--- src/rtl/raycast_pkg.sv ---
// Shared widths, limits and scheduler state encoding for the raycaster column pipeline.
package raycast_pkg;

  localparam int NUM_COLS    = 160;
  localparam int COL_W       = 8;
  localparam int HEIGHT_W    = 7;
  localparam int POS_W       = 13;
  localparam int ANG_W       = 10;
  localparam int TIMEOUT_CYC = 255;

  typedef logic [2:0] sched_state_t;

  localparam sched_state_t ST_IDLE    = 3'd0;
  localparam sched_state_t ST_LATCH   = 3'd1;
  localparam sched_state_t ST_START   = 3'd2;
  localparam sched_state_t ST_WAIT    = 3'd3;
  localparam sched_state_t ST_CAPTURE = 3'd4;
  localparam sched_state_t ST_OFFER   = 3'd5;
  localparam sched_state_t ST_DONE    = 3'd6;

  localparam logic [COL_W-1:0] LAST_COL = COL_W'(NUM_COLS - 1);

endpackage

--- src/rtl/slice_calc_watchdog.sv ---
// Saturating cycle counter bounding how long the scheduler waits for end_calc.
module slice_calc_watchdog
  import raycast_pkg::*;
#(
  parameter int LIMIT = TIMEOUT_CYC,
  parameter int CNT_W = $clog2(LIMIT + 1)
) (
  input  logic clock,
  input  logic reset,
  input  logic clear,
  input  logic enable,
  output logic expired
);

  logic [CNT_W-1:0] count;

  // NOTE: sequential state uses non-blocking assignments so every flop samples pre-edge values.
  always_ff @(posedge clock or posedge reset) begin
    if (reset) begin
      count <= '0;
    end else if (clear) begin
      count <= '0;
    end else if (enable && !expired) begin
      count <= count + 1'b1;
    end
  end

  assign expired = (count == CNT_W'(LIMIT));

endmodule

--- src/rtl/slice_column_scheduler.sv ---
// Walks find_slice_height across every screen column of a frame and hands each
// {column, height} to the column drawer over a valid/ready handshake.
module slice_column_scheduler
  import raycast_pkg::*;
(
  input  logic                       clock,
  input  logic                       reset,
  input  logic                       frame_start,
  input  logic signed [POS_W-1:0]    playerX,
  input  logic signed [POS_W-1:0]    playerY,
  input  logic signed [ANG_W-1:0]    angle_X,
  input  logic signed [ANG_W-1:0]    angle_Y,
  output logic signed [POS_W-1:0]    calc_playerX,
  output logic signed [POS_W-1:0]    calc_playerY,
  output logic signed [ANG_W-1:0]    calc_angle_X,
  output logic signed [ANG_W-1:0]    calc_angle_Y,
  output logic [COL_W-1:0]           column_count,
  output logic                       begin_calc,
  input  logic                       end_calc,
  input  logic [HEIGHT_W-1:0]        slice_size,
  output logic                       slice_valid,
  input  logic                       slice_ready,
  output logic [COL_W-1:0]           slice_column,
  output logic [HEIGHT_W-1:0]        slice_height,
  output logic                       frame_busy,
  output logic                       frame_done,
  output logic                       frame_overrun,
  output logic                       calc_timeout
);

  sched_state_t state, next_state;
  logic         wd_clear, wd_enable, wd_expired;

  slice_calc_watchdog #(.LIMIT(TIMEOUT_CYC)) u_watchdog (
    .clock   (clock),
    .reset   (reset),
    .clear   (wd_clear),
    .enable  (wd_enable),
    .expired (wd_expired)
  );

  always_ff @(posedge clock or posedge reset) begin
    if (reset) state <= ST_IDLE;
    else       state <= next_state;
  end

  // NOTE: next_state is defaulted before the case so no path leaves it unassigned (no latch).
  always_comb begin
    next_state = state;
    case (state)
      ST_IDLE:    if (frame_start) next_state = ST_LATCH;
      ST_LATCH:   next_state = ST_START;
      ST_START:   next_state = ST_WAIT;
      ST_WAIT: begin
        // A completion in the same cycle as expiry still delivers the real height.
        if (end_calc)        next_state = ST_CAPTURE;
        else if (wd_expired) next_state = ST_OFFER;
      end
      ST_CAPTURE: next_state = ST_OFFER;
      ST_OFFER: begin
        if (slice_ready) next_state = (column_count == LAST_COL) ? ST_DONE : ST_START;
      end
      ST_DONE:    next_state = ST_IDLE;
      default:    next_state = ST_IDLE;
    endcase
  end

  always_comb begin
    begin_calc    = (state == ST_START);
    slice_valid   = (state == ST_OFFER);
    frame_done    = (state == ST_DONE);
    frame_busy    = (state != ST_IDLE);
    frame_overrun = frame_start && (state != ST_IDLE);
    wd_clear      = (state == ST_START);
    wd_enable     = (state == ST_WAIT);
  end

  // slice_size is only valid the cycle after end_calc, hence the CAPTURE state.
  always_ff @(posedge clock or posedge reset) begin
    if (reset) begin
      calc_playerX <= '0;
      calc_playerY <= '0;
      calc_angle_X <= '0;
      calc_angle_Y <= '0;
      column_count <= '0;
      slice_height <= '0;
      calc_timeout <= 1'b0;
    end else begin
      if (state == ST_IDLE && frame_start) begin
        calc_playerX <= playerX;
        calc_playerY <= playerY;
        calc_angle_X <= angle_X;
        calc_angle_Y <= angle_Y;
        column_count <= '0;
        calc_timeout <= 1'b0;
      end
      if (state == ST_WAIT && !end_calc && wd_expired) begin
        slice_height <= '0;
        calc_timeout <= 1'b1;
      end
      if (state == ST_CAPTURE) slice_height <= slice_size;
      if (state == ST_OFFER && slice_ready && column_count != LAST_COL) begin
        column_count <= column_count + 1'b1;
      end
    end
  end

  assign slice_column = column_count;

endmodule
--- config.mk ---
export PLATFORM = sky130hd
export DESIGN_NAME = slice_column_scheduler
export DESIGN_NICKNAME = d
export VERILOG_FILES = /design/src/rtl/raycast_pkg.sv /design/src/rtl/slice_calc_watchdog.sv /design/src/rtl/slice_column_scheduler.sv
export SDC_FILE = /design/constraint.sdc
export NUM_CORES = 1
export LEC_CHECK = 0
export CORE_MARGIN = 2
export CORE_UTILIZATION = 43
export DETAILED_ROUTE_END_ITERATION = 10
export MAX_ROUTING_LAYER = met4
export PLACE_DENSITY = 0.82
export SYNTH_ARGS = -nofsm -noshare
export SYNTH_HDL_FRONTEND = slang
export SYNTH_HIERARCHICAL = 1
export SYNTH_SLANG_ARGS = --single-unit
export TNS_END_PERCENT = 10
--- constraint.sdc ---
create_clock -name clock -period 2.9 [get_ports clock]
set_input_delay 0.725 -clock clock [delete_from_list [all_inputs] [get_ports clock]]
set_output_delay 0.725 -clock clock [all_outputs]
set_load 0.1 [all_outputs]
==> results.py, run 1 <==
metrics = {
    "cells_and_area": {
        "nets": 530,
        "synthToLayoutAreaGrowth_pct": 41.6,
        "antenna_cells": 0,
        "layout-drive-gt1-share_pct": 22.7,
    },
    "clock_network": {
        "cts_setup_buffers": 0,
        "clock-sinks": 73,
        "cts_tree": "built",
        "cts_buffer_depth": 2,
        "clk_pin_slew_ns": 0.07,
        "root_buffer": "clkbuf_8",
        "cts.htree.levels": 3,
        "cts_hold_buf": 0,
        "cts_buffers": 9,
        "cts_resized": 0,
        "clk_latency_ns": 0.33,
    },
    "floorplanning": {
        "ios": 133,
        "die_height_um": 91.0,
        "dieArea_um2": 8280,
        "die_w_um": 91.0,
        "start_util_pct": 44.6,
        "core-area_um2": 7290,
        "rows": 31,
    },
    "sta": {
        "maxSlewHeadroom_pct": 61.6,
        "period_share_pct": 85.9,
        "worst_pin_slew_ns": 0.575,
        "slew_viol_final": 0,
        "fmax_mhz": 401,
        "fin_worst_skew_ns": 0.0101,
        "final-setup-viol-count": 0,
        "setup_slack_ns": 0.409,
        "finalHoldViolations": 0,
        "setup-tns-final_ns": 0,
        "rsz0062_at_grt": "false",
        "period_minus_slack_ns": 2.49,
    },
    "yosys": {
        "yosysSeqAreaShare_pct": 56.1,
        "netlist-cell-type-count": 49,
        "synthesis.nets": 405,
        "ys_ff_latch": 73,
        "syn_area_um2": 3250,
        "synth_area_per_cell_um2": 9.43,
        "synth_top_area_share_pct": 56.1,
        "yosysTopAreaCell": "dfrtp_1",
        "yosys-top-cells-area": "dfrtp_1, nand2_1, buf_4, a22o_1, o21ai_0",
        "syn_inst": 345,
        "ys_warn_count": 6,
    },
    "global_routing": {
        "grt_max_degree": 47,
        "grt_pass1_vias": 2627,
        "grt_first_pass_wirelength_um": 12400,
        "grt_util_all_layers_pct": 19.0,
        "antenna_found_initial": 0,
        "grt_overflow_total": 0,
    },
    "drt": {
        "wirelength_um": 7760,
        "routed-via-count": 2820,
        "wl_per_cell_um": 13.5,
        "drtIter0Drc": 128,
        "detailedRoute.firstPassIterationCount": 5,
        "route.detailed.drc": 0,
        "viasPerCell": 4.91,
        "ant_nets": 0,
    },
    "place": {
        "place_ws_ns": 0.407,
        "gp_congestion": 0.865,
        "numPortBuffers": 132,
        "dp_hpwl_um": 5670,
    },
    "run_status": {
        "status": "completed",
    },
    "run": {
        "drv_cap": 0,
    },
    "setup_path": {
        "cp.arrival_ns": 1.77,
        "critPathCaptureType": "primary output",
        "path_max_fanout": 4,
        "crit_type": "input pin to primary output",
        "cp_data_required_time_ns": 2.17,
        "start_kind": "input pin",
    },
    "min_path": {
        "hp-class": "register to register",
    },
}
[sequential cells by signal, summed over array words and instances, names as in the netlist]
name / flops
u_watchdog/count: 8
calc_angle_Y: 10
state: 3
calc_timeout: 1
calc_playerY: 13
slice_height: 7
column_count: 8
calc_angle_X: 10
calc_playerX: 13
[worst paths after layout]
check,startpoint,to,slack [ns],depth (start not counted)
max,frame_start,frame_overrun,0.41,3
min,calc_playerX[2],calc_playerX[2],0.48,2
max reg2reg,u_watchdog/count[0],slice_height[3],0.80,6
min reg2reg,calc_playerX[2],calc_playerX[2],0.48,2
max in group asynchronous,reset,column_count[3],1.61,3
min in group asynchronous,reset,u_watchdog/count[2],0.70,2
[per-stage QoR]
stage | instance area, um^2 | hold WS (ns) | utilization (%) | instances
2_1_floorplan | 3250 | 0.466 | - | 345
3_3_place_gp | 4440 | 0.459 | 60.8 | 558
3_5_place_dp | 4440 | 0.463 | 60.8 | 558
4_1_cts | 4610 | 0.482 | 63.2 | 574
5_1_grt | 4610 | 0.508 | 63.2 | 574
6_report | 4610 | 0.479 | 63.2 | 574
[area by class of cell]
cell class,count,area (um^2)
fill,629,2680
sequential,73,1830
multi-input combinational,243,1250
timing repair buffer,137,1210
clock buffer,10,128
tap,99,124
clock inverter,6,43.8
inverter,6,22.5
[metal layers]
| layer | wire [um] | vias up | global-route usage, % |
|---|---|---|---|
| met5 | 0 | - | - |
| met3 | 432 | 6 | 3.40 |
| met2 | 3880 | 104 | 31.1 |
| met1 | 3370 | 1333 | 23.9 |
| li1 | - | 1377 | - |
| met4 | 75 | 0 | 6.69 |
[logic make-up after synthesis]
logic type | after synthesis | share of synthesized area [%]
flops | 73 | 56.1
fa+ha+maj | 2 | 0.769
xor+xnor | 2 | 0.538
simple gates | 198 | 26.8
mux | 4 | 1.54
buf+inv | 29 | 5.38
compound gates | 37 | 8.80
[placed cells by master, fill, tap and decap left out, types with 3 or more instances in the layout]
cell,Yosys,layout
clkbuf_8,0,9
inv_1,6,5
nor2b_1,5,5
nor2_1,8,8
clkinvlp_4,0,4
nor3_1,4,4
and3_1,3,3
a31oi_1,3,3
clkdlybuf4s50_1,0,57
buf_12,0,3
nor3b_1,3,3
buf_4,12,77
a22o_1,7,7
nand2b_1,5,5
o21ai_0,7,7
nand2_1,147,146
dfrtp_1,73,73
a21oi_1,5,5
nand3_1,6,6
[synthesized netlist by cell type, drive strengths merged]
cell type / count
and2: 4
a211o: 1
nor2: 8
dfrtp: 73
or3: 2
o211ai: 1
mux2i: 2
and3b: 1
nand2: 147
a41oi: 2
inv: 6
a31oi: 3
xor2: 1
a22o: 7
nand2b: 5
ha: 2
a21oi: 6
o41ai: 1
nor3b: 4
o21ai: 7
o32ai: 1
a21o: 2
a21boi: 1
nor4: 1
nand3: 7
nor2b: 5
and4: 2
nand4: 2
buf: 17
and4b: 1
mux2: 2
a211oi: 2
xnor2: 1
dlymetal6s2s: 1
nand3b: 1
and3: 3
o2bb2ai: 2
a311oi: 1
nor3: 5
clkbuf: 5
[worst max-delay path: stages]
cell	delay (ns)
clkdlybuf4s50_1	0.54
nor2b_1	0.28
buf_12	0.21
Power of run 1 is left out: the tool's default activity adds up to more than one toggle a clock period on the data nets, which glitch-free logic cannot reach.
==> run 2: changes to the inputs <==
==> constraint.sdc (replaced) <==
create_clock -name clock -period 2.3 [get_ports clock]
set_input_delay 0.575 -clock clock [delete_from_list [all_inputs] [get_ports clock]]
set_output_delay 0.575 -clock clock [all_outputs]
set_load 0.1 [all_outputs]
==> run 2 against run 1 <==
Wire length rose by 1.1%. Global-route usage up 0.92 points. Die area unchanged. Core utilization grew 0.98 points. Clock skew fell by 0.0022 ns. Sequential share of layout area shrank 0.60 points. Worst hold slack got worse by 0.0010 ns. Clock-buffer cell count decreased by 1. Final area rose by 1.5%. Critical path depth did not move. Non-clock buffer count is 1 higher.
==> results.py, run 2 (synthesized netlist as in run 1, its figures left out) <==
metrics = {
    "clock_network": {
        "cts_resized": 0,
        "cts_buffer_depth": 2,
        "clk_pin_slew_ns": 0.08,
        "root_buffer": "clkbuf_8",
        "cts.htree.levels": 3,
        "cts_buffers": 9,
        "cts_setup_buffers": 0,
        "cts_hold_buf": 0,
        "clk_latency_ns": 0.33,
        "clock-sinks": 73,
        "cts_tree": "built",
    },
    "global_routing": {
        "grt_overflow_total": 0,
        "grt_first_pass_wirelength_um": 13000,
        "antenna_found_initial": 0,
        "grt_max_degree": 47,
        "grt_pass1_vias": 2797,
        "grt_util_all_layers_pct": 19.9,
    },
    "drt": {
        "detailedRoute.firstPassIterationCount": 5,
        "drtIter0Drc": 117,
        "ant_nets": 0,
        "routed-via-count": 2836,
        "viasPerCell": 4.93,
        "route.detailed.drc": 0,
        "wirelength_um": 7840,
        "wl_per_cell_um": 13.6,
    },
    "cells_and_area": {
        "final_cell_mix": "nand2_1, buf_4, dfrtp_1",
        "largestRegisters": "calc_playerX (13), calc_playerY (13)",
        "layout-drive-gt1-share_pct": 23.3,
        "nets": 531,
        "fill_cells": 614,
        "antenna_cells": 0,
        "synthToLayoutAreaGrowth_pct": 43.8,
        "final_common_cell": "nand2_1",
    },
    "setup_path": {
        "crit_chain": "clkdlybuf4s50_1, nor2b_1, buf_12",
        "reg2reg_depth": 6,
        "cp.depth": 3,
        "start_kind": "input pin",
        "crit_type": "input pin to primary output",
        "critPathTopFamily": "buffers and inverters",
        "reg2reg_slack_ns": 0.24,
        "critPathSlowestCell": "clkdlybuf4s50_1",
        "critPathCaptureType": "primary output",
        "cp_data_required_time_ns": 1.73,
        "critical_path_buf_inv_count": 2,
        "path_max_fanout": 4,
        "rr_endpoint": "slice_height[1]",
        "crit_start": "frame_start",
        "slowest_delay_ns": 0.51,
        "r2r_start": "u_watchdog/count[0]",
        "endpoint": "frame_overrun",
        "cp.arrival_ns": 1.54,
    },
    "run": {
        "drv_cap": 0,
    },
    "sta": {
        "fin_worst_skew_ns": 0.00787,
        "period_share_pct": 91.9,
        "setup_slack_ns": 0.186,
        "rsz0062_at_grt": "false",
        "period_minus_slack_ns": 2.11,
        "worst_pin_slew_ns": 0.536,
        "final-setup-viol-count": 0,
        "holdWs_ns": 0.478,
        "maxSlewHeadroom_pct": 64.2,
        "slew_viol_final": 0,
        "fmax_mhz": 473,
        "finalHoldViolations": 0,
    },
    "floorplanning": {
        "core-area_um2": 7290,
        "dieArea_um2": 8280,
        "rows": 31,
        "start_util_pct": 44.6,
        "die_height_um": 91.0,
        "die_w_um": 91.0,
        "ios": 133,
    },
    "place": {
        "numPortBuffers": 132,
        "gp_congestion": 0.861,
        "place_ws_ns": 0.188,
        "dp_hpwl_um": 5740,
    },
    "min_path": {
        "hp-class": "register to register",
    },
    "run_status": {
        "status": "completed",
    },
}
run 2: metal layers:
metal  part of all wire [%]  up-vias  global-route usage (%)
met3                    4.2       18                    2.90
met5                      0        -                       -
met4                    3.0        0                    10.1
met1                     42     1349                    24.1
li1                       -     1374                       -
met2                     51       95                    32.6
run 2: how the worst min path moves through the flow:
stage,start,to,cells after the start
final,calc_angle_X[6],calc_angle_X[6],2
after global routing,calc_angle_X[6],calc_angle_X[6],2
after CTS,calc_playerX[7],calc_playerX[7],2
after detailed placement,calc_playerX[7],calc_playerX[7],2
after global placement,calc_angle_X[6],calc_angle_X[6],2
after floorplan,reset,u_watchdog/count[0],1
run 2: cell type report:
type | instances | area [um^2] | area share [%]
Clock buffer | 9 | 124 | 2.65
Clock inverter | 7 | 71.3 | 1.52
Inverter | 6 | 22.5 | 0.481
Multi-Input combinational cell | 243 | 1260 | 26.9
Sequential cell | 73 | 1830 | 39.0
Tap cell | 99 | 124 | 2.65
Timing Repair Buffer | 138 | 1250 | 26.8
run 2: tightest hold or removal path, cell delays in order (launching register included):
cell and delay [ns]:
dfrtp_1 0.35, nand2_1 0.05, nand2_1 0.05
run 2: per-stage QoR:
step / TNS, ns / instance area, um^2 / utilization, % / instances
after global placement: 0 / 4480 / 61.5 / 559
after global routing: 0 / 4680 / 64.2 / 575
final: 0 / 4680 / 64.2 / 575
after CTS: 0 / 4680 / 64.2 / 575
after detailed placement: 0 / 4480 / 61.5 / 559
after floorplan: -0.244 / 3260 / - / 345
Power of run 2 is left out for the same reason.
==> run 3: changes to the inputs <==
--- a/config.mk
+++ b/config.mk
@@ -5,11 +5,12 @@
 export SDC_FILE = /design/constraint.sdc
 export NUM_CORES = 1
 export LEC_CHECK = 0
+export CAP_MARGIN = 10
 export CORE_MARGIN = 2
-export CORE_UTILIZATION = 43
+export CORE_UTILIZATION = 45
 export DETAILED_ROUTE_END_ITERATION = 10
 export MAX_ROUTING_LAYER = met4
-export PLACE_DENSITY = 0.82
+export PLACE_DENSITY = 0.85
 export SYNTH_ARGS = -nofsm -noshare
 export SYNTH_HDL_FRONTEND = slang
 export SYNTH_HIERARCHICAL = 1
==> constraint.sdc (replaced) <==
create_clock -name clock -period 2.68 [get_ports clock]
set_input_delay 0.67 -clock clock [delete_from_list [all_inputs] [get_ports clock]]
set_output_delay 0.67 -clock clock [all_outputs]
set_load 0.1 [all_outputs]
==> run 3 against run 2 <==
First-iteration DRC count unchanged. Sequential share of layout area increased by 0.36 points. Non-clock buffer count decreased by 1. Flip-flop and latch count unchanged. Die area decreased by 4.3%. Core utilization increased by 0.80 points. Worst hold slack improved by 0.0074 ns. Critical path depth unchanged. Global-route usage increased by 0.98 points. Final area decreased by 0.91%. Register-to-register slack improved by 0.28 ns. Clock skew decreased by 0.0013 ns. Critical path type unchanged.
==> results.py, run 3 (synthesized netlist as in run 1, its figures left out) <==
metrics = {
    "cells_and_area": {
        "fill_cells": 611,
        "final_cell_mix": "nand2_1, buf_4, dfrtp_1",
        "nets": 530,
        "largestRegisters": "calc_playerX (13), calc_playerY (13)",
        "synthToLayoutAreaGrowth_pct": 42.5,
        "final_common_cell": "nand2_1",
        "layout-drive-gt1-share_pct": 23.2,
        "antenna_cells": 0,
    },
    "clock_network": {
        "clk_pin_slew_ns": 0.09,
        "root_buffer": "clkbuf_8",
        "clock-sinks": 73,
        "cts_buffers": 9,
        "cts_resized": 0,
        "cts.htree.levels": 3,
        "clk_latency_ns": 0.34,
        "cts_tree": "built",
        "cts_hold_buf": 0,
        "cts_setup_buffers": 0,
        "cts_buffer_depth": 2,
    },
    "sta": {
        "setup-tns-final_ns": 0,
        "period_share_pct": 86.3,
        "period_minus_slack_ns": 2.31,
        "rsz0062_at_grt": "false",
        "final-setup-viol-count": 0,
        "finalHoldViolations": 0,
        "slew_viol_final": 0,
        "maxSlewHeadroom_pct": 63.5,
        "fmax_mhz": 433,
        "worst_pin_slew_ns": 0.546,
        "fin_worst_skew_ns": 0.00653,
    },
    "min_path": {
        "holdPathStages": 2,
        "hp-class": "register to register",
    },
    "global_routing": {
        "grt_overflow_total": 0,
        "grt_max_degree": 47,
        "grt_pass1_vias": 2707,
        "grt_first_pass_wirelength_um": 12400,
        "antenna_found_initial": 0,
        "grt_util_all_layers_pct": 20.9,
    },
    "floorplanning": {
        "core-area_um2": 7140,
        "die_w_um": 89.0,
        "start_util_pct": 45.6,
        "die_height_um": 89.0,
        "dieArea_um2": 7930,
        "rows": 31,
        "ios": 133,
    },
    "drt": {
        "wirelength_um": 8010,
        "viasPerCell": 5.05,
        "route.detailed.drc": 0,
        "detailedRoute.firstPassIterationCount": 6,
        "wl_per_cell_um": 14.0,
        "drtIter0Drc": 117,
        "routed-via-count": 2901,
        "ant_nets": 0,
    },
    "place": {
        "dp_hpwl_um": 5810,
        "gp_congestion": 0.819,
        "numPortBuffers": 132,
    },
    "setup_path": {
        "cp.arrival_ns": 1.64,
        "start_kind": "input pin",
        "reg2reg_depth": 6,
        "path_max_fanout": 4,
        "critPathCaptureType": "primary output",
        "critPathSlowestCell": "clkdlybuf4s50_1",
        "crit_chain": "clkdlybuf4s50_1, nor2b_1, buf_12",
        "slowest_delay_ns": 0.53,
        "cp_data_required_time_ns": 2.01,
        "crit_type": "input pin to primary output",
    },
    "run": {
        "drv_cap": 0,
    },
    "run_status": {
        "status": "completed",
    },
}
==> run 3: cell types whose count changed in the layout (fill, tap and decap cells not counted), sizes merged <==
cell	before	now
buf	81	80
bufinv	1	0
clkinv	3	1
clkinvlp	3	2
inv	6	10
==> run 3: final timing paths <==
check                                    start             endpoint  slack (ns)
max                                frame_start        frame_overrun        0.37
max reg2reg                u_watchdog/count[0]      slice_height[1]        0.52
max in group asynchronous                reset      calc_angle_X[8]        1.40
min                           calc_playerY[12]     calc_playerY[12]        0.48
min reg2reg                   calc_playerY[12]     calc_playerY[12]        0.48
min in group asynchronous                reset  u_watchdog/count[2]        0.64
==> run 3: layout make-up <==
cell class,instances,area [um^2],share of cell area [%]
multi-input combinational,243,1260,27.1
clock inverter,7,61.3,1.32
clock buffer,9,124,2.67
tap,99,124,2.67
timing repair buffer,137,1220,26.3
sequential,73,1830,39.4
inverter,6,22.5,0.486
==> run 3: routing by layer <==
layer	GRT usage [%]	wire length, um	up-vias
met4	9.63	194	0
li1	-	-	1381
met3	4.06	353	15
met1	25.1	3330	1419
met2	34.1	4140	86
met5	-	0	-
==> run 3: critical path, delay by kind of cell <==
kind	cells	cell delay, ns
buf+inv	2	0.73
simple gates	1	0.24
==> run 3: through the flow <==
step	hold WS, ns	setup slack [ns]	instances	util, %	area (um^2)
2_1_floorplan	0.466	0.00588	345	-	3260
3_3_place_gp	0.460	0.372	558	62.4	4450
3_5_place_dp	0.465	0.361	558	62.4	4450
4_1_cts	0.486	0.362	574	65.0	4640
5_1_grt	0.513	0.353	574	65.0	4640
6_report	0.485	0.368	574	65.0	4640
Power of run 3 is left out for the same reason.
